## src/rtl/adc_responder_if.sv

```systemverilog
// rtl/adc_responder_if.sv - serial ADC bus between a master and the responder
interface adc_responder_if;
    logic ADC_SCLK;
    logic CS_N;
    logic ADC_SADDR;
    logic ADC_SDAT;
    logic sdat_oe;

    modport master (
        output ADC_SCLK,
        output CS_N,
        output ADC_SADDR,
        input  ADC_SDAT,
        input  sdat_oe
    );

    modport slave (
        input  ADC_SCLK,
        input  CS_N,
        input  ADC_SADDR,
        output ADC_SDAT,
        output sdat_oe
    );
endinterface

```

## src/rtl/adc_responder.sv

```systemverilog
// rtl/adc_responder.sv - oversampled serial ADC slave returning 12-bit channel samples
module adc_responder #(
    parameter int SYNC_STAGES = 2
) (
    input  logic                clk,
    input  logic                rst_n,
    adc_responder_if.slave      adc,
    input  logic [95:0]         chan_data,
    output logic [2:0]          cur_ch,
    output logic [2:0]          addr_rx,
    output logic                frame_done
);

    typedef enum logic {
        ST_IDLE,
        ST_ACTIVE
    } state_t;

    logic [SYNC_STAGES-1:0] sclk_sync_q;
    logic [SYNC_STAGES-1:0] cs_sync_q;
    logic [SYNC_STAGES-1:0] saddr_sync_q;
    logic                   sclk_prev_q;
    logic                   cs_prev_q;
    logic                   saddr_q;
    logic                   sclk_rise_q;
    logic                   sclk_fall_q;
    logic                   cs_rise_q;
    logic                   cs_fall_q;
    logic                   seen_q;
    logic                   armed_q;

    logic sclk_s;
    logic cs_s;
    logic saddr_s;

    assign sclk_s  = sclk_sync_q[SYNC_STAGES-1];
    assign cs_s    = cs_sync_q[SYNC_STAGES-1];
    assign saddr_s = saddr_sync_q[SYNC_STAGES-1];

    // Edge pulses are registered once more so every action lands SYNC_STAGES+2 clocks after the raw edge.
    // armed_q blocks the false CS_N fall seen while the reset-high synchronizer drains into a low CS_N.
    always_ff @(posedge clk or negedge rst_n) begin
        if (!rst_n) begin
            sclk_sync_q  <= '0;
            cs_sync_q    <= '1;
            saddr_sync_q <= '0;
            sclk_prev_q  <= 1'b0;
            cs_prev_q    <= 1'b1;
            saddr_q      <= 1'b0;
            sclk_rise_q  <= 1'b0;
            sclk_fall_q  <= 1'b0;
            cs_rise_q    <= 1'b0;
            cs_fall_q    <= 1'b0;
            seen_q       <= 1'b0;
            armed_q      <= 1'b0;
        end else begin
            sclk_sync_q  <= {sclk_sync_q[SYNC_STAGES-2:0], adc.ADC_SCLK};
            cs_sync_q    <= {cs_sync_q[SYNC_STAGES-2:0], adc.CS_N};
            saddr_sync_q <= {saddr_sync_q[SYNC_STAGES-2:0], adc.ADC_SADDR};
            sclk_prev_q  <= sclk_s;
            cs_prev_q    <= cs_s;
            saddr_q      <= saddr_s;
            sclk_rise_q  <= sclk_s & ~sclk_prev_q;
            sclk_fall_q  <= ~sclk_s & sclk_prev_q;
            cs_rise_q    <= cs_s & ~cs_prev_q;
            cs_fall_q    <= ~cs_s & cs_prev_q;
            seen_q       <= 1'b1;
            armed_q      <= armed_q | (seen_q & cs_sync_q[0]);
        end
    end

    state_t      state_q, state_d;
    logic [3:0]  rise_cnt_q, rise_cnt_d;
    logic [3:0]  fall_cnt_q, fall_cnt_d;
    logic [14:0] shift_q, shift_d;
    logic        sdat_q, sdat_d;
    logic [2:0]  addr_cap_q, addr_cap_d;
    logic [2:0]  addr_rx_q, addr_rx_d;
    logic [2:0]  cur_ch_q, cur_ch_d;
    logic        frame_done_q, frame_done_d;

    logic [6:0]  sample_base;
    logic [11:0] sample;

    always_comb begin
        sample_base = 7'(cur_ch_q) * 7'd12;
        sample      = chan_data[sample_base +: 12];
    end

    always_ff @(posedge clk or negedge rst_n) begin
        if (!rst_n) begin
            state_q      <= ST_IDLE;
            rise_cnt_q   <= 4'd0;
            fall_cnt_q   <= 4'd0;
            shift_q      <= '0;
            sdat_q       <= 1'b0;
            addr_cap_q   <= 3'd0;
            addr_rx_q    <= 3'd0;
            cur_ch_q     <= 3'd0;
            frame_done_q <= 1'b0;
        end else begin
            state_q      <= state_d;
            rise_cnt_q   <= rise_cnt_d;
            fall_cnt_q   <= fall_cnt_d;
            shift_q      <= shift_d;
            sdat_q       <= sdat_d;
            addr_cap_q   <= addr_cap_d;
            addr_rx_q    <= addr_rx_d;
            cur_ch_q     <= cur_ch_d;
            frame_done_q <= frame_done_d;
        end
    end

    // The word's MSB is always 0 at load, so only the lower 15 bits are stored and sdat_q carries the MSB.
    always_comb begin
        state_d      = state_q;
        rise_cnt_d   = rise_cnt_q;
        fall_cnt_d   = fall_cnt_q;
        shift_d      = shift_q;
        sdat_d       = sdat_q;
        addr_cap_d   = addr_cap_q;
        addr_rx_d    = addr_rx_q;
        cur_ch_d     = cur_ch_q;
        frame_done_d = 1'b0;

        if (cs_rise_q) begin
            state_d    = ST_IDLE;
            rise_cnt_d = 4'd0;
            fall_cnt_d = 4'd0;
            cur_ch_d   = 3'd0;
            sdat_d     = 1'b0;
        end else if (cs_fall_q && armed_q) begin
            state_d    = ST_ACTIVE;
            shift_d    = {3'b000, sample};
            rise_cnt_d = 4'd0;
            fall_cnt_d = 4'd0;
            sdat_d     = 1'b0;
        end else if (state_q == ST_ACTIVE) begin
            if (sclk_fall_q) begin
                if (fall_cnt_q == 4'd15) begin
                    shift_d    = {3'b000, sample};
                    sdat_d     = 1'b0;
                    fall_cnt_d = 4'd0;
                end else begin
                    sdat_d     = shift_q[14];
                    shift_d    = {shift_q[13:0], 1'b0};
                    fall_cnt_d = fall_cnt_q + 4'd1;
                end
            end
            if (sclk_rise_q) begin
                case (rise_cnt_q)
                    4'd2:    addr_cap_d[2] = saddr_q;
                    4'd3:    addr_cap_d[1] = saddr_q;
                    4'd4:    addr_cap_d[0] = saddr_q;
                    default: ;
                endcase
                if (rise_cnt_q == 4'd15) begin
                    addr_rx_d    = addr_cap_q;
                    cur_ch_d     = addr_cap_q;
                    frame_done_d = 1'b1;
                    rise_cnt_d   = 4'd0;
                end else begin
                    rise_cnt_d = rise_cnt_q + 4'd1;
                end
            end
        end
    end

    assign adc.ADC_SDAT = sdat_q;
    assign adc.sdat_oe  = (state_q == ST_ACTIVE);
    assign cur_ch       = cur_ch_q;
    assign addr_rx      = addr_rx_q;
    assign frame_done   = frame_done_q;

endmodule
```

## src/flat_wrapper.sv

```systemverilog
// flat-port wrapper written by rule: the top's interface ports become plain ports
module adc_responder_flat 
#(
    parameter int SYNC_STAGES = 2
)
  (clk, rst_n, chan_data, cur_ch, addr_rx, frame_done, adc_ADC_SCLK, adc_CS_N, adc_ADC_SADDR, adc_ADC_SDAT, adc_sdat_oe);
  adc_responder_if adc_i ();
  input  logic clk;
  input  logic rst_n;
  input  logic [95:0] chan_data;
  output logic [2:0] cur_ch;
  output logic [2:0] addr_rx;
  output logic frame_done;
  input wire logic [$bits(adc_i.ADC_SCLK)-1:0] adc_ADC_SCLK;
  input wire logic [$bits(adc_i.CS_N)-1:0] adc_CS_N;
  input wire logic [$bits(adc_i.ADC_SADDR)-1:0] adc_ADC_SADDR;
  output wire logic [$bits(adc_i.ADC_SDAT)-1:0] adc_ADC_SDAT;
  output wire logic [$bits(adc_i.sdat_oe)-1:0] adc_sdat_oe;
  assign adc_i.ADC_SCLK = adc_ADC_SCLK;
  assign adc_i.CS_N = adc_CS_N;
  assign adc_i.ADC_SADDR = adc_ADC_SADDR;
  assign adc_ADC_SDAT = adc_i.ADC_SDAT;
  assign adc_sdat_oe = adc_i.sdat_oe;
  adc_responder #(.SYNC_STAGES(SYNC_STAGES)) u_core (.clk(clk), .rst_n(rst_n), .adc(adc_i), .chan_data(chan_data), .cur_ch(cur_ch), .addr_rx(addr_rx), .frame_done(frame_done));
endmodule
```

## config.mk

```make
export PLATFORM = sky130hd
export DESIGN_NAME = adc_responder_flat
export DESIGN_NICKNAME = d
export VERILOG_FILES = /design/src/rtl/adc_responder_if.sv /design/src/rtl/adc_responder.sv /design/src/flat_wrapper.sv
export SDC_FILE = /design/constraint.sdc
export NUM_CORES = 1
export LEC_CHECK = 0
export CAP_MARGIN = 20
export CORE_MARGIN = 1
export CORE_UTILIZATION = 39
export DETAILED_ROUTE_END_ITERATION = 6
export GPL_TIMING_DRIVEN = 0
export PLACE_DENSITY = 0.88
export RECOVER_POWER = 50
export REMOVE_ABC_BUFFERS = 1
export SETUP_SLACK_MARGIN = 0.4
export SYNTH_ARGS = -nofsm -noshare
export SYNTH_HDL_FRONTEND = slang
export SYNTH_SLANG_ARGS = --single-unit
```

## constraint.sdc

```tcl
create_clock -name clk -period 1.75 [get_ports clk]
set_clock_uncertainty 0.05 [all_clocks]
set_input_delay 0.35 -clock clk [delete_from_list [all_inputs] [get_ports clk]]
set_output_delay 0.35 -clock clk [all_outputs]
set_load 0.005 [all_outputs]
```

==> results.txt, run 1 <==
The worst setup path is captured at a flop. The leakage power is 1.849 nW. The number of buffers and inverters on the critical path is 1.

The share of synthesized area in the top cell type comes to between 40% and 50%. The wire-length estimate of the detail-placed layout is 5170 um. The die is roughly 86 um wide. The setup violation total in the final timing report came out at 0. The most common cell in the synthesized netlist is dfrtp_1. The flip-flop and latch count after synthesis is 50. For this run, design rule violations remaining after detail routing come to 0. The setup slack of the most critical reg-to-reg path is between 0.01 and 0.015 ns.

The total wirelength of the detailed-routed design came out at about 9400 um. The maximum operating frequency came out at between 500 and 600 MHz. During I/O placement, the number of pins put on the boundary was 110.

Clock tree synthesis inserted a total of 5 buffers. The die covers 0.007430 mm2. The biggest area contributor in the post-synthesis netlist is dfrtp_1. The number of enable-type register cells in the synthesized netlist came out at 0.

The final estimated routing congestion in global placement is 0.7619. The critical path starts at u_core.cur_ch[0]$_DFFE_PN0P_. After filler insertion, the fill cell instance count of the layout stands at 453.

In this run the number of cells on the critical path is 4. Among all stages on the critical path, the largest delay is contributed by mux4_2. The total vias in the final route is approximately 2.6k. The worst pin sits at a relative slew slack of around three fifths. The flow ran to the end, and the final reports show no timing, DRC or antenna violations.

In this run the cell area of the synthesized design comes to ~0.0028 mm2. The count of antenna diodes in the layout came out at 0. The area of the placeable core is just under 0.007 mm2.

The flip-flop cell with the highest count after synthesis is dfrtp_1. The first-pass detailed-route iteration total came out at 4. Dividing the detail-routed wire length by the instance count gives just over 20 um.

The insertion delay of the later-clocked pin in the worst-skew pair came out at 0.31 ns. The final antenna-violating net count came out at 0. The starting utilization of the core area came out at 40.48%.

Global routing consumed, over all layers together, 22.63% of the routing resources. The maximum single-stage delay on the critical path came out at around 0.56 ns. The net count reported at finish is ~470. The maximum fanout along the worst path came out at 4. The count of input and output buffers came out at ~110. The total negative slack for setup checks is 0 ns.

The initial antenna violation count came out at 0. For the worst setup path, the data required time is ~1.9 ns. After synthesis, the cell types taking the most area are dfrtp_1 (43%), mux4_2 (20%), mux2i_1 (4.3%). Ranked by instance count, the synthesized netlist is headed by dfrtp_1 (47), mux4_2 (24), inv_1 (14). The cell at the root of the clock tree is clkbuf_8.

The max-slew violation count is 0. The min-delay analysis places its worst path in the category flop to flop. Using the TritonRoute via totals, the vias-per-cell ratio works out to roughly 5.6. The number of hold-slack violations in the final timing report came out at 0. In this run the number of H-tree levels came out at 2. The DRC violation total after the first TritonRoute iteration is around 190. The maximum root-to-sink buffer count is 2. The remaining global-route overflow came out at 0. The sink count of the clock tree came out at 50. STA classifies the critical path startpoint as a flop.

The final cycle utilization of the critical path is slightly below 100%. The worst setup path category is flop to flop. The gate count after technology mapping is roughly 220. The total placed instance area came out at ~0.0039 mm2. The final period demand of the worst path is 1.739 ns. TritonCTS built the clock tree.

The final design instance area without fill is between 0.004 and 0.005 mm2. The measured slew at the worst slew-check pin is around 0.57 ns. The share of synthesized flip-flops with an asynchronous set or reset came out at 100.0%. The peak ir drop on the vdd network came out at around 0.91 mV. The sequential fraction of the synthesis area is a little under half. The last element of the critical path is u_core.shift_q[8]$_DFFE_PN0P_.

The startpoint identified for the worst register-to-register timing path is u_core.cur_ch[0]$_DFFE_PN0P_. The synthesized area per cell is between 10 and 15 um2. The unique cell type count in the Yosys netlist is 40.

The die is about 86 um tall. On the critical path the largest part of the delay comes from multiplexers. The share of cells above drive strength 1 came out at 38.19%.

The clock slew seen by the registers of the worst setup and hold paths came out at approximately 0.10 ns. The arrival time reported for the critical path endpoint came out at about 1.9 ns. The first global-routing pass estimated around 13000 um of wire. Setup repair after global routing could not meet its margin everywhere. The count of warnings emitted by yosys came out at 0. The total of max-cap violations came out at 0. In this run the power density over the cells is ~620 mW/mm2. The signal on the critical path passes through buf_6, mux4_2, mux2i_4, o221ai_4. The worst-case reg-to-reg path depth came out at 4. The total number of placement rows is 30. The via count of the first global-routing pass came out at approximately 2.6k.

The endpoint identified for the worst register-to-register timing path is u_core.shift_q[8]$_DFFE_PN0P_. The synthesis-to-layout area growth is 72.49%. The largest net degree at the start of global routing came out at 28.
-- cells by family (layout without fill, tap and decap cells) --
kind of cell,count (synthesis),after routing,synth area share [%]
compound gates,48,48,12.22
xor+xnor,2,2,0.6336
fa+ha+maj,4,4,1.810
buf+inv,30,175,5.520
flops,50,50,45.38
mux,42,42,26.33
other cells,1,1,0.1356
simple gates,40,42,7.964
-- state kept, by name, indices dropped and copies added, names as in the netlist, 2 cells and up --
register and count:
u_core.cur_ch 3, u_core.addr_cap_q 3, u_core.sclk_sync_q 2, u_core.rise_cnt_q 4, u_core.cs_sync_q 2, u_core.shift_q 15, u_core.addr_rx 3, u_core.saddr_sync_q 2
u_core.fall_cnt_q 4
-- where the power goes --
part           internal [W]  leakage (nW)  switching [W]
logic              0.000452          1.16       0.000307
clock network      0.000434        0.0587       0.000405
registers           0.00129         0.630      0.0000861
-- how the worst min path moves through the flow --
stage          cells past startpoint  slack [ns]                              end                             start
6_report                           0        0.31  u_core.sclk_sync_q[1]$_DFF_PN0_   u_core.sclk_sync_q[0]$_DFF_PN0_
5_1_grt                            0        0.32  u_core.sclk_sync_q[1]$_DFF_PN0_   u_core.sclk_sync_q[0]$_DFF_PN0_
2_1_floorplan                      0       0.004  u_core.adc.ADC_SDAT$_DFFE_PN0P_                             rst_n
3_3_place_gp                       0        0.28         u_core.saddr_q$_DFF_PN0_  u_core.saddr_sync_q[1]$_DFF_PN0_
4_1_cts                            0        0.31         u_core.saddr_q$_DFF_PN0_  u_core.saddr_sync_q[1]$_DFF_PN0_
3_5_place_dp                       0        0.29         u_core.saddr_q$_DFF_PN0_  u_core.saddr_sync_q[1]$_DFF_PN0_
-- layer usage --
| metal | part of all wire (%) | vias to the layer above | global-route usage, % |
|---|---|---|---|
| li1 | - | 1136 | - |
| met1 | 35 | 1280 | 24.28 |
| met2 | 52 | 130 | 41.77 |
| met3 | 8.3 | 26 | 6.190 |
| met4 | 3.8 | 0 | 9.545 |
| met5 | 0 | - | 0 |
-- placed cells by master (no fill, tap or decap), types with 3 or more instances in the layout --
cell	Yosys	routed
dfrtp_2	0	4
mux4_2	24	24
a22o_1	4	4
mux2_4	0	6
nand4_1	5	5
dfrtp_1	47	39
clkbuf_2	0	3
a21oi_1	9	4
nor2_1	5	5
nand3_1	7	5
mux2i_1	12	8
dlygate4sd3_1	0	4
clkbuf_8	0	5
o31ai_4	0	3
o221ai_2	0	5
o221ai_1	11	5
o21ai_0	12	12
dfrtp_4	0	4
ha_4	0	3
buf_4	1	25
buf_12	0	3
clkdlybuf4s15_1	0	5
inv_1	14	12
nand2_1	8	7
clkdlybuf4s50_1	0	96
buf_6	4	12
a21oi_2	0	4
nor2b_1	4	4
-- stage by stage --
step / setup slack, ns / power [W] / hold slack, ns / std cells / utilization [%]
after floorplan: -0.3988 / 0.001601 / 0.004409 / 201 / -
after global placement: -1.013 / 0.001897 / 0.2844 / 406 / 56.74
after global routing: -0.02843 / 0.003110 / 0.3172 / 460 / 69.82
after detailed placement: -0.4005 / 0.001929 / 0.2872 / 407 / 56.98
final: 0.01085 / 0.002975 / 0.3079 / 460 / 69.82
after CTS: 0.07198 / 0.002868 / 0.3088 / 448 / 65.81
-- what timing repair did --
action                                  CTS  global route
cloned                                    2             1
gates resized for setup                  62            52
hold buffers                              1             0
endpoints found under the hold margin    20             0
setup buffers                            30            11
endpoints found under the setup margin   43            33
pin swaps                                11            17
-- layout make-up --
type | count | area (um2) | share of cell area, %
clock buffers | 5 | 68.82 | 1.443
clock inverters | 3 | 47.55 | 0.9969
inverters | 14 | 52.55 | 1.102
multi-input cells | 139 | 1685 | 35.34
flip-flops and latches | 50 | 1275 | 26.73
well taps | 96 | 120.1 | 2.518
repair buffers | 153 | 1520 | 31.87
Note: power is estimated with default switching activity, not from simulation.
==> run 2, diff against run 1 <==
- CORE_UTILIZATION: 39 -> 40
- PLACE_DENSITY: 0.88 -> 0.87
- clock period: 1.75 -> 1.7 ns (I/O delays scaled with it)
==> run 2 against run 1 <==
The flow now finishes with violations (negative setup slack). Total power shrank 0.10%. Maximum frequency shrank 0.62%. Non-clock buffer count grew 7. Combinational power grew 7.6%. Clock power shrank 14%. Setup slack lost 0.061 ns. Sequential cell count is the same. Cell count shrank 2.6%. Core utilization grew 4.1 points. Via count grew 5.8%. Die area shrank 2.4%. Critical path type unchanged.
==> results.txt, run 2 (same netlist as run 1, synthesis figures left out) <==
For this design the total switching power over the nets is between 0.0008 and 0.0009 W. The cell-internal power is roughly 0.0021 W. At the end of routability-driven placement, the weighted congestion stood at around 0.78. The die span in y is approximately 85 um. Per report_power, the sequential group accounts for about half of the total. The clock network burns between 20% and 30% of the power. Broken down by cell family, the worst path's largest delay share belongs to compound AO/OA/AOI/OAI gates.

Global routing used between 20% and 30% of the available tracks. The maximum fanout along the worst path came out at 6. The library cell used most frequently in the layout, excluding fill and tap cells, is clkdlybuf4s50_1. The largest registers in the layout are u_core.shift_q (15), u_core.fall_cnt_q (4), u_core.rise_cnt_q (4). Measured along the x axis, the die boundary spans ~85 um. The total vias in the final route is roughly 2.7k. The via density per instance came out at between 6 and 7.

The total of max-cap violations came out at 0. Overall power consumption after layout is estimated at 0.002972 W. The global-route wire length before repair is approximately 15000 um. The count of antenna diodes in the layout is 0. The setup slack after layout is -0.04999 ns. The endpoint required time on the critical path is 1.87 ns.

After floorplanning, the core was sized to cover ~0.0065 mm2. Setup repair after global routing could not meet its margin everywhere. The final reports fail on negative setup slack. For this design, the sink count on the clock tree is 50. The type of the most critical hold path is flop to flop. The fraction of power spent switching nets came out at between 20% and 30%.

The finished cells cover ~0.0048 mm2. The via count of the first global-routing pass came to about 2.9k. The share of cells above drive strength 1 came out at 42.32%. The largest register by flop count is u_core.shift_q.

The worst-case reg-to-reg path depth came out at 4. The leakage power came out at 1.889 nW. The flow ran to the end, but the final reports show violations. The remaining global-route overflow is 0. The setup violation total in the final timing report came out at 9. In this run the tightest slew margin relative to its limit is between 60% and 70%. The DRC violation total after the first TritonRoute iteration came out at about 180. The initial utilization of the core area, before any placement, comes to 42.57%. The worst setup path is captured at a flop. The signal on the critical path passes through ha_2, a32o_2, or3_4, o221ai_1.

The final period demand of the worst path came out at between 1.5 and 2 ns. The count of nets left with antenna violations once routing finished came out at 0. The total wirelength of the detailed-routed design came out at approximately 10000 um. For hold timing, the worst endpoint is u_core.saddr_q$_DFF_PN0_. In this run the critical register-to-register path is launched from u_core.fall_cnt_q[0]$_DFFE_PN0P_. The number of H-tree levels came out at 2.

The first-pass detailed-route iteration total came out at 4. The endpoint identified for the worst register-to-register timing path is u_core.shift_q[9]$_DFFE_PN0P_. The total number of placement rows came out at 29. The power density normalized to cell area came out at approximately 620 mW/mm2.

The total placed instance area came out at 0.003895 mm2. The net count reported at finish came out at about 480. Once layout is complete, the cells apart from fillers number 448. The final cycle utilization of the critical path came out at 102.9%. Entering global routing, the biggest net connects 31 pins. Clock tree synthesis selected as its root buffer the cell clkbuf_8.

The instance count along the most critical hold path is 0. Combinational logic burns between 20% and 30% of the power. The clock buffer count from CTS is 5. The synthesis-to-layout area growth came out at 73.62%. The initial antenna violation count came to 0. The count of input and output buffers came out at 109. The number of hold-slack violations in the final timing report came to 0.

In this run the count of I/O pins placed on the die edge is 110. The maximum root-to-sink buffer count is 2. The worst setup path is launched from a flop. TritonCTS built the clock tree. The insertion delay of the later-clocked pin in the worst-skew pair came out at 0.31 ns. The final routed DRC violation total is 0. The register with the most flip-flops in the layout has 15 of them.

The measured slew at the worst slew-check pin is ~0.56 ns. The maximum operating frequency came out at between 500 and 600 MHz. The startpoint identified for the worst hold timing path is u_core.saddr_sync_q[1]$_DFF_PN0_. The slowest stage of the critical path belongs to the cell or3_4. The setup path with the least slack is of type flop to flop.

The number of buffers and inverters on the critical path is 0. The number of instances in the placed design came out at between 300 and 400. The arrival time reported for the critical path endpoint is around 1.9 ns. The max-slew violation count was 0. The die outline area came out at 0.007250 mm2.

The number of filler instances in the final layout is 379. The setup check on the worst reg-to-reg path leaves a slack of -0.05 ns. In the layout the commonest cells are clkdlybuf4s50_1 (96), dfrtp_1 (38), buf_4 (27), mux4_2 (24), buf_6 (17). In the final routed layout, each cell accounts on average for roughly 23 um.

The peak ir drop on the vdd network came out at 0.5709 mV. The half-perimeter wire length of the detailed placement result came out at 5263 um. In the final timing run, aggregate negative setup slack is -0.2836 ns. The maximum single-stage delay on the critical path is 0.48 ns.

The clock slew seen by the registers of the worst setup and hold paths came out at 0.09 ns.
## run 2: worst max-delay path by stage
stage / from / end / slack, ns / cells past startpoint
finish: u_core.fall_cnt_q[0]$_DFFE_PN0P_ / u_core.shift_q[9]$_DFFE_PN0P_ / -0.05 / 4
global route: u_core.fall_cnt_q[0]$_DFFE_PN0P_ / u_core.shift_q[3]$_DFFE_PN0P_ / -0.13 / 4
CTS: u_core.cur_ch[0]$_DFFE_PN0P_ / u_core.shift_q[8]$_DFFE_PN0P_ / -0.004 / 4
detailed placement: u_core.cur_ch[0]$_DFFE_PN0P_ / u_core.shift_q[10]$_DFFE_PN0P_ / -0.53 / 4
global placement: rst_n / u_core.shift_q[12]$_DFFE_PN0P_ / -1.09 / 1
floorplan: u_core.cur_ch[0]$_DFFE_PN0P_ / u_core.shift_q[10]$_DFFE_PN0P_ / -0.45 / 3
## run 2: what timing repair did
item                                    4_1_cts  5_1_grt
gates resized for setup                      79       57
hold endpoints to repair                     20        0
pin swaps                                     5       14
hold buffers                                  1        0
setup buffers                                25       21
endpoints found under the setup margin       43       37
cloned                                        3        1
## run 2: area by class of cell
class | count | area [um2] | area share (%)
clock inverters | 2 | 12.51 | 0.2606
repair buffers | 160 | 1585 | 33.02
multi-input cells | 139 | 1695 | 35.31
clock buffers | 6 | 82.58 | 1.720
flip-flops and latches | 50 | 1276 | 26.58
well taps | 77 | 96.34 | 2.007
inverters | 14 | 52.55 | 1.095
## run 2: power by group through the flow
stage / Combinational [W] / Clock, W / Sequential, W
global route: 0.000874 / 0.000800 / 0.00145
finish: 0.000817 / 0.000725 / 0.00143
floorplan: 0.000233 / 0 / 0.00141
global placement: 0.000521 / 0 / 0.00143
CTS: 0.000653 / 0.000737 / 0.00142
detailed placement: 0.000548 / 0 / 0.00144
## run 2: metrics by stage
stage | setup WS [ns] | hold WS [ns] | util, %
6_report | -0.04999 | 0.3082 | 73.92
3_5_place_dp | -0.5305 | 0.2856 | 59.97
2_1_floorplan | -0.4488 | -0.005591 | -
4_1_cts | -0.003661 | 0.3061 | 67.85
5_1_grt | -0.1349 | 0.3184 | 73.92
3_3_place_gp | -1.091 | 0.2845 | 59.31
## run 2: per-layer routing
metal / GRT usage, % / part of all wire, % / wire [um] / up-vias
met3: 6.809 / 8.1 / 825 / 51
met4: 18.49 / 5.3 / 540 / 0
li1: - / - / - / 1142
met2: 45.16 / 52 / 5268 / 192
met1: 29.20 / 35 / 3558 / 1336
met5: 0 / 0 / 0 / -
==> run 3, diff against run 2 <==
- CORE_ASPECT_RATIO: not set -> 0.7
==> run 3 against run 2 <==
The flow finishes with violations (negative hold slack, negative setup slack). Clock-buffer cell count unchanged. Global-route usage shrank 2.6 points. Highest routed layer unchanged. Worst hold slack lost 0.34 ns. Wire length down 17%. Total power is 6.2% lower. Combinational power down 15%. Critical path depth unchanged. Critical path type unchanged. Setup slack got worse by 0.024 ns. Via count fell by 6.7%. Die area barely moved.
==> results.txt, run 3 (same netlist as run 1, synthesis figures left out) <==
Leaving out fill and tap cells, the most frequent cell in the layout is clkdlybuf4s50_1. The number of hold-slack violations in the final timing report came to 22. The H-tree generated during clock tree synthesis spans 2 levels. The insertion delay of the later-clocked pin in the worst-skew pair is 0.30 ns. The final antenna-violating net count is 0. Max-cap violations in this run came to 0.

Leaving out fill and tap cells, the most frequent cells in the layout are clkdlybuf4s50_1 (96), dfrtp_1 (40), mux4_2 (24), buf_4 (20), buf_6 (19). TritonCTS built the clock tree. The count of antenna diodes in the layout came out at 0. The min-delay analysis places its worst path in the category input port to asynchronous set/reset pin. The total placed instance area came out at 0.003920 mm2. The first global-routing pass estimated 13160 um of wire.

The initial antenna violation count came out at 0. The total negative slack for setup checks is -0.2264 ns. The maximum operating frequency is roughly 560 MHz. The final core area utilization came out at about 71%. The die outline area is around 0.0073 mm2. The flow ran to the end, but the final reports show violations.

Clock tree synthesis inserted a total of 5 buffers. The max-slew violation count is 0. The total wirelength of the detailed-routed design is between 8000 and 9000 um. The final routed DRC violation total came out at 0. Global routing finished with a remaining overflow of 0. In the routed layout, each cell is associated on average with a via count of 5.644. STA classifies the critical path endpoint as a flop. The leakage power is between 1.5 and 2 nW. Setup violations remaining at the end of the flow were counted as 8. The largest registers in the layout are u_core.shift_q (15), u_core.fall_cnt_q (4), u_core.rise_cnt_q (4).

The area of the placeable core came out at 0.006456 mm2. The measured slew at the worst slew-check pin is between 0.6 and 0.7 ns. STA classifies the critical path startpoint as a flop. The net count reported at finish came out at 463. The count of hold buffers inserted by post-cts repair is 0. The floorplan has 24 rows. The total vias in the final route came out at between 2k and 3k. The sink count of the clock tree is 50. The DRC violation total after the first TritonRoute iteration came out at 177.

The share of cells above drive strength 1 came out at between 30% and 40%. The final period demand of the worst path is ~1.8 ns. The floorplan step set the die width to around 100 um.

The count of input and output buffers is 109. The power density normalized to cell area is 604.6 mW/mm2. Setup repair after global routing could not meet its margin everywhere. The longest clock path from root to sink contains 2 buffers. The worst-case headroom to the max-slew limit came out at a little under three fifths.

The via count of the first global-routing pass is 2660. After legalization and detailed placement, the total HPWL measured 5142 um. The final design instance area without fill is approximately 0.0046 mm2. The final routed wire length divided by cell count came out at approximately 19 um.

The flip-flop count of the largest register, all copies and words added is 15. The final cycle utilization of the critical path came out at 104.4%. Counting flops per register, the top entry is u_core.shift_q. The peak ir drop on the vdd network is ~0.48 mV. At the worst endpoint, the required time is 1.89 ns. The maximum fanout along the worst path is 7. Data arrives at the worst endpoint at 1.96 ns. The starting utilization of the core area came out at 42.83%. At the end of routability-driven placement, the weighted congestion stood at around 0.8. The boundary pin count came out at 110. Global routing consumed, over all layers together, about a quarter of the routing resources.

The largest net degree at the start of global routing came out at 27. The synthesis-to-layout area growth is 66.70%. In the post-route analysis, the smallest setup slack over all paths is -0.07443 ns. The worst setup path is of the flop to flop kind.

The first-pass detailed-route iteration total came out at 5. The worst-case reg-to-reg path depth is 4. The final reports fail on negative hold slack, negative setup slack. The clock slew seen by the registers of the worst setup and hold paths is 0.09 ns. Prior to clock tree synthesis, the placed netlist has a worst setup slack of -0.4047 ns. The die span in y is slightly above 70 um.

The worst-case hold slack is -0.02787 ns. The cell sitting at the root of the clock tree is a clkbuf_8.
run 3: metrics by stage:
stage	hold WS [ns]	power (W)	std cells
6_report	-0.02787	0.002787	450
5_1_grt	0.01559	0.002929	450
4_1_cts	0.009160	0.002750	444
3_3_place_gp	0.2843	0.001952	401
2_1_floorplan	-0.005591	0.001648	201
3_5_place_dp	0.2864	0.001988	403
run 3: final cells by class:
| type | instances | area (um2) |
|---|---|---|
| fill | 413 | 1847 |
| multi-input combinational | 137 | 1580 |
| timing repair buffer | 150 | 1498 |
| sequential | 50 | 1274 |
| tap | 91 | 113.9 |
| clock buffer | 6 | 72.57 |
| inverter | 14 | 57.56 |
| clock inverter | 2 | 13.76 |
run 3: worst max-delay path, stage by stage (launching register included):
cell and delay, ns:
dfrtp_1 0.55, a22oi_2 0.20, buf_4 0.18, o41ai_1 0.50
o31a_1 0.23
run 3: final timing paths:
| check | start | end | slack, ns |
|---|---|---|---|
| worst max-delay path | u_core.cs_fall_q$_DFF_PN0_ | u_core.fall_cnt_q[3]$_DFFE_PN0P_ | -0.07 |
| worst min-delay path | rst_n | u_core.rise_cnt_q[3]$_DFFE_PN0P_ | -0.03 |
| min in group clk | u_core.sclk_sync_q[0]$_DFF_PN0_ | u_core.sclk_sync_q[1]$_DFF_PN0_ | 0.30 |
| worst max register to register | u_core.cs_fall_q$_DFF_PN0_ | u_core.fall_cnt_q[3]$_DFFE_PN0P_ | -0.07 |
| max in group asynchronous | rst_n | u_core.cur_ch[1]$_DFFE_PN0P_ | 0.58 |
| worst min register to register | u_core.sclk_sync_q[0]$_DFF_PN0_ | u_core.sclk_sync_q[1]$_DFF_PN0_ | 0.30 |
run 3: routing by layer:
layer / global-route usage, % / vias up / part of all wire (%) / wire, um
li1: - / 1124 / - / -
met1: 30.18 / 1257 / 38 / 3215
met2: 41.57 / 143 / 53 / 4506
met3: 5.561 / 16 / 7.2 / 609
met4: 7.407 / 0 / 1.9 / 160
met5: 0 / - / 0 / 0
run 3: report_power, final:
part | internal, W | switching (W) | leakage [nW]
Clock | 0.000291 | 0.000380 | 0.0452
Combinational | 0.000431 | 0.000267 | 1.12
Sequential | 0.00133 | 0.0000897 | 0.632
run 3: what timing repair did:
action,4_1_cts,5_1_grt
gates resized for setup,85,28
pin swaps,10,5
setup buffers,33,5
gates cloned,0,1
hold endpoints to repair,0,0
endpoints found under the setup margin,43,38
==> RTL edit 1, RTL diff (settings of run 2) <==
`SYNC_STAGES` is set to 2 in 2 places; all go to 4. Comments in the files are not updated.
--- a/src/rtl/adc_responder.sv
+++ b/src/rtl/adc_responder.sv
@@ -1,5 +1,5 @@
 // rtl/adc_responder.sv - oversampled serial ADC slave returning 12-bit channel samples
 module adc_responder #(
-    parameter int SYNC_STAGES = 2
+    parameter int SYNC_STAGES = 4
 ) (
     input  logic                clk,
--- a/src/flat_wrapper.sv
+++ b/src/flat_wrapper.sv
@@ -2,5 +2,5 @@
 module adc_responder_flat 
 #(
-    parameter int SYNC_STAGES = 2
+    parameter int SYNC_STAGES = 4
 )
   (clk, rst_n, chan_data, cur_ch, addr_rx, frame_done, adc_ADC_SCLK, adc_CS_N, adc_ADC_SADDR, adc_ADC_SDAT, adc_sdat_oe);
Behaviour: not the same (a bounded check fails within 10 cycles, from zero or initial values and one cycle with rst_n low).
==> RTL edit 1 against run 2 <==
The run still ends with setup timing left; worst setup slack worse by 0.028 ns; sequential cell count up 6; combinational power up 2%; area after synthesis up 8.6%; routed wire length up 3.7%; total power up 5.2%; count of clock-buffer cells in the layout up 1; maximum frequency down 1.6%; final area up 4.6%; die area up 8.4%; global-route usage down 3.5 points.
==> RTL edit 1: results (changes against run 2) <==
Final Net Count - 486 (+2.3%)
Post-detail-place hpwl - 5310 um (+0.91%)
Largest net degree at the start of global routing - 30 (-3.2%)
DR iter-0 viols - 148 (-16%)
Setup slack after placement - -0.427 ns (+0.103 ns)
Worst IR Drop VDD - 0.532 mV (-6.8%)
Register area share after synthesis - 0.469 (+0.0147)
Status - finished with violations
Clock Pin Slew Worst Setup and Hold Paths - 0.11 ns (+0.02 ns)
GRT met1 Usage - 0.251 (-0.0409)
GP Congestion - 0.835 (+7.2%)
Slowest CP cell - mux4_2
First-pass GRT wire length - 13,400 um (-8.1%)
Number of global-route vias before repair - 2,764 (-4.0%)
CP max stage delay - 0.54 ns (+0.06 ns)
Leakage power - 1.98 nW (+5.0%)
Met3 Use GR - 0.0485 (-0.0196)
GRT Util Overall - 0.231 (-0.0349)
Drt via density - 5.75 (-5.3%)
WL per Instance - 22.0 um (-3.4%)
HP Class - input pin to async pin
Share of post-route cells with drive strength above 1 - 0.435 (+0.0114)
Worst skew pair latency - 0.32 ns
Largest fanout on the critical path - 7 (+1)
Top cells by area, synth - dfrtp_1, mux4_2, o221ai_2
Fillers - 471 (+24%)
# setup viols final - 4 (-5)
Failing checks - setup timing
Synth cell count leaders - dfrtp_1, mux4_2, inv_1, mux2i_1, o21ai_0
Dpl cell area - 4130 um^2 (+6.1%)
Worst Setup Slack, final - -0.0782 ns (-0.0282 ns)
Relative slew slack - 0.519 (-0.104)
RTL edit 1: final timing paths:
path | depth (start not counted) | end
hold reg to reg | 0 | u_core.sclk_sync_q[3]
setup / recovery | 4 | u_core.shift_q[6]
min in group clk | 0 | u_core.sclk_sync_q[3]
setup reg to reg | 4 | u_core.shift_q[6]
max in group asynchronous | 2 | u_core.cur_ch[1]
hold / removal | 1 | u_core.rise_cnt_q[2]
RTL edit 1: per-layer routing:
layer,up-vias,share of wire
met3,40,0.069
met2,145,0.54
li1,1178,-
met1,1405,0.35
met4,0,0.046
met5,-,0
RTL edit 1: report_power, final:
group          total (mW)  leakage (nW)  internal [mW]  switching [mW]
Clock               0.712        0.0422          0.291           0.421
Sequential           1.58         0.697           1.48           0.104
Combinational       0.832          1.24          0.490           0.343
Total                3.13          1.98           2.26           0.868
RTL edit 1: what timing repair did:
| action | 4_1_cts | 5_1_grt |
|---|---|---|
| pin swaps | 10 | 18 |
| gates resized for setup | 72 | 50 |
| endpoints found under the setup margin | 43 | 38 |
| hold buffers | 0 | 0 |
| setup buffers | 29 | 25 |
| gates cloned | 1 | 2 |
RTL edit 1: through the flow:
step	std cells	total power [mW]	util	TNS, ns	hold WS (ns)
floorplan	207	1.86	-	-5.31	-0.00559
global placement	415	2.17	0.567	-81.02	0.285
detailed placement	416	2.21	0.570	-5.78	0.285
CTS	454	2.97	0.640	0	0.0201
global route	481	3.26	0.692	-0.460	0.0593
finish	481	3.13	0.692	-0.126	0.00779
RTL edit 1: cell families (layout without fill, tap and decap cells):
group | Yosys count | in the layout | share of synthesized area
compound gates | 48 | 48 | 0.135
mux | 42 | 42 | 0.242
other cells | 1 | 1 | 0.00125
simple gates | 40 | 42 | 0.0779
fa+ha+maj | 4 | 4 | 0.0167
buf+inv | 30 | 187 | 0.0521
xor+xnor | 2 | 2 | 0.00583
flops | 56 | 56 | 0.469
RTL edit 1: layout make-up:
| type | instances | share of cell area |
|---|---|---|
| multi-input combinational | 139 | 0.344 |
| timing repair buffer | 165 | 0.319 |
| sequential | 56 | 0.285 |
| tap | 99 | 0.0247 |
| clock buffer | 7 | 0.0152 |
| inverter | 14 | 0.0115 |
| clock inverter | 1 | 0.000997 |
==> RTL edit 2, RTL diff (config.mk and constraints of run 2) <==
Without the edit above. `shift_q` no longer has a reset.
--- a/src/rtl/adc_responder.sv
+++ b/src/rtl/adc_responder.sv
@@ -93,5 +93,4 @@
             rise_cnt_q   <= 4'd0;
             fall_cnt_q   <= 4'd0;
-            shift_q      <= '0;
             sdat_q       <= 1'b0;
             addr_cap_q   <= 3'd0;
@@ -103,5 +102,4 @@
             rise_cnt_q   <= rise_cnt_d;
             fall_cnt_q   <= fall_cnt_d;
-            shift_q      <= shift_d;
             sdat_q       <= sdat_d;
             addr_cap_q   <= addr_cap_d;
@@ -110,4 +108,8 @@
             frame_done_q <= frame_done_d;
         end
+    end
+
+    always_ff @(posedge clk) begin
+        shift_q <= shift_d;
     end
 
Function: same outputs for any inputs over 10 cycles, from zero or initial values and one cycle with rst_n low; that may be too few to reach the edited logic, so the function may still have changed.
==> RTL edit 2 against run 2 <==
Routed wire length is 1.2% lower; sequential cell count did not move; area after synthesis rose by 2.1%; die area up 2.1%; largest cell class unchanged; non-clock buffer count is 2 higher; worst setup slack better by 0.062 ns; largest power group unchanged; final area rose by 3.9%; total power down 3.7%; via count rose by 0.48%; critical path type unchanged.
==> RTL edit 2: results (changes against run 2) <==
R2r startpoint - u_core.cur_ch[0]
Int Power - 2.17 mW (+1.3%)
Multi-input logic area - 1760 um^2 (+3.7%)
Clock power frac - 0.318 (+0.074)
Final Cell Area - 4990 um^2 (+3.9%)
Multi-In Gates - 172 (+24%)
DR iter-0 viols - 152 (-14%)
Leakage power - 1.92 nW (+1.6%)
Number of global-route vias before repair - 2,861 (-0.63%)
Fin cells - 492 (+9.8%)
Slowest CP cell - dfrtp_4
GP Congestion - 0.759 (-2.6%)
HP Class - input pin to async pin
Library cells used by synthesis - 39 (-2.5%)
Area grow syn2layout - 76.6%
Synth cell count leaders - dfrtp_1, mux2_2, mux2i_1, nand2_1, edfxtp_1
Share of post-route cells with drive strength above 1 - 0.409 (-0.0141)
Register-to-register setup slack - 0.01 ns (+0.06 ns)
P_seq - 1.34 mW (-6%)
Status - complete, no violations
Clock network area share - 0.0243 (+0.00453)
Crit path capture - u_core.shift_q[0]
Worst path required time - 1.74 ns (-0.13 ns)
Crit path max-delay family - multiplexers
WHS - 0.0781 ns (-0.230 ns)
Post-detail-place hpwl - 5110 um (-2.9%)
Post-CTS Setup Bufs - 37 (+48%)
Register area share after synthesis - 0.471 (+0.0171)
Mean post-synth cell area - 11.7 um^2 (-8.0%)
-- RTL edit 2: cell types whose count changed after synthesis, moves of 10 or more --
cell,before,now
dfrtp_1,47,32
o221ai_1,11,0
mux2i_1,12,23
o22ai_1,0,11
mux4_2,24,2
mux2_2,6,28
inv_1,14,4
o21ai_0,12,1
nand2_1,8,21
edfxtp_1,0,15
o31ai_1,3,14
-- RTL edit 2: worst reg2reg max path: stages, from the launching register on --
cell     delay (ns)
dfrtp_4        0.50
buf_12         0.16
mux4_2         0.50
mux2i_1        0.18
nor2_1         0.06
-- RTL edit 2: logic make-up after synthesis --
family          count (synthesis)  synth area share
fa+ha+maj                       4            0.0177
mux                            53             0.209
buf+inv                        20            0.0461
other cells                     1           0.00133
flops                          50             0.471
compound gates                 53             0.138
xor+xnor                        3           0.00931
simple gates                   57             0.108
-- RTL edit 2: metal layers --
metal,wire length (um),GRT usage,vias to the layer above
met2,5240,0.466,137
li1,-,-,1219
met4,325,0.0924,0
met5,0,0,-
met1,3870,0.282,1347
met3,627,0.0568,31
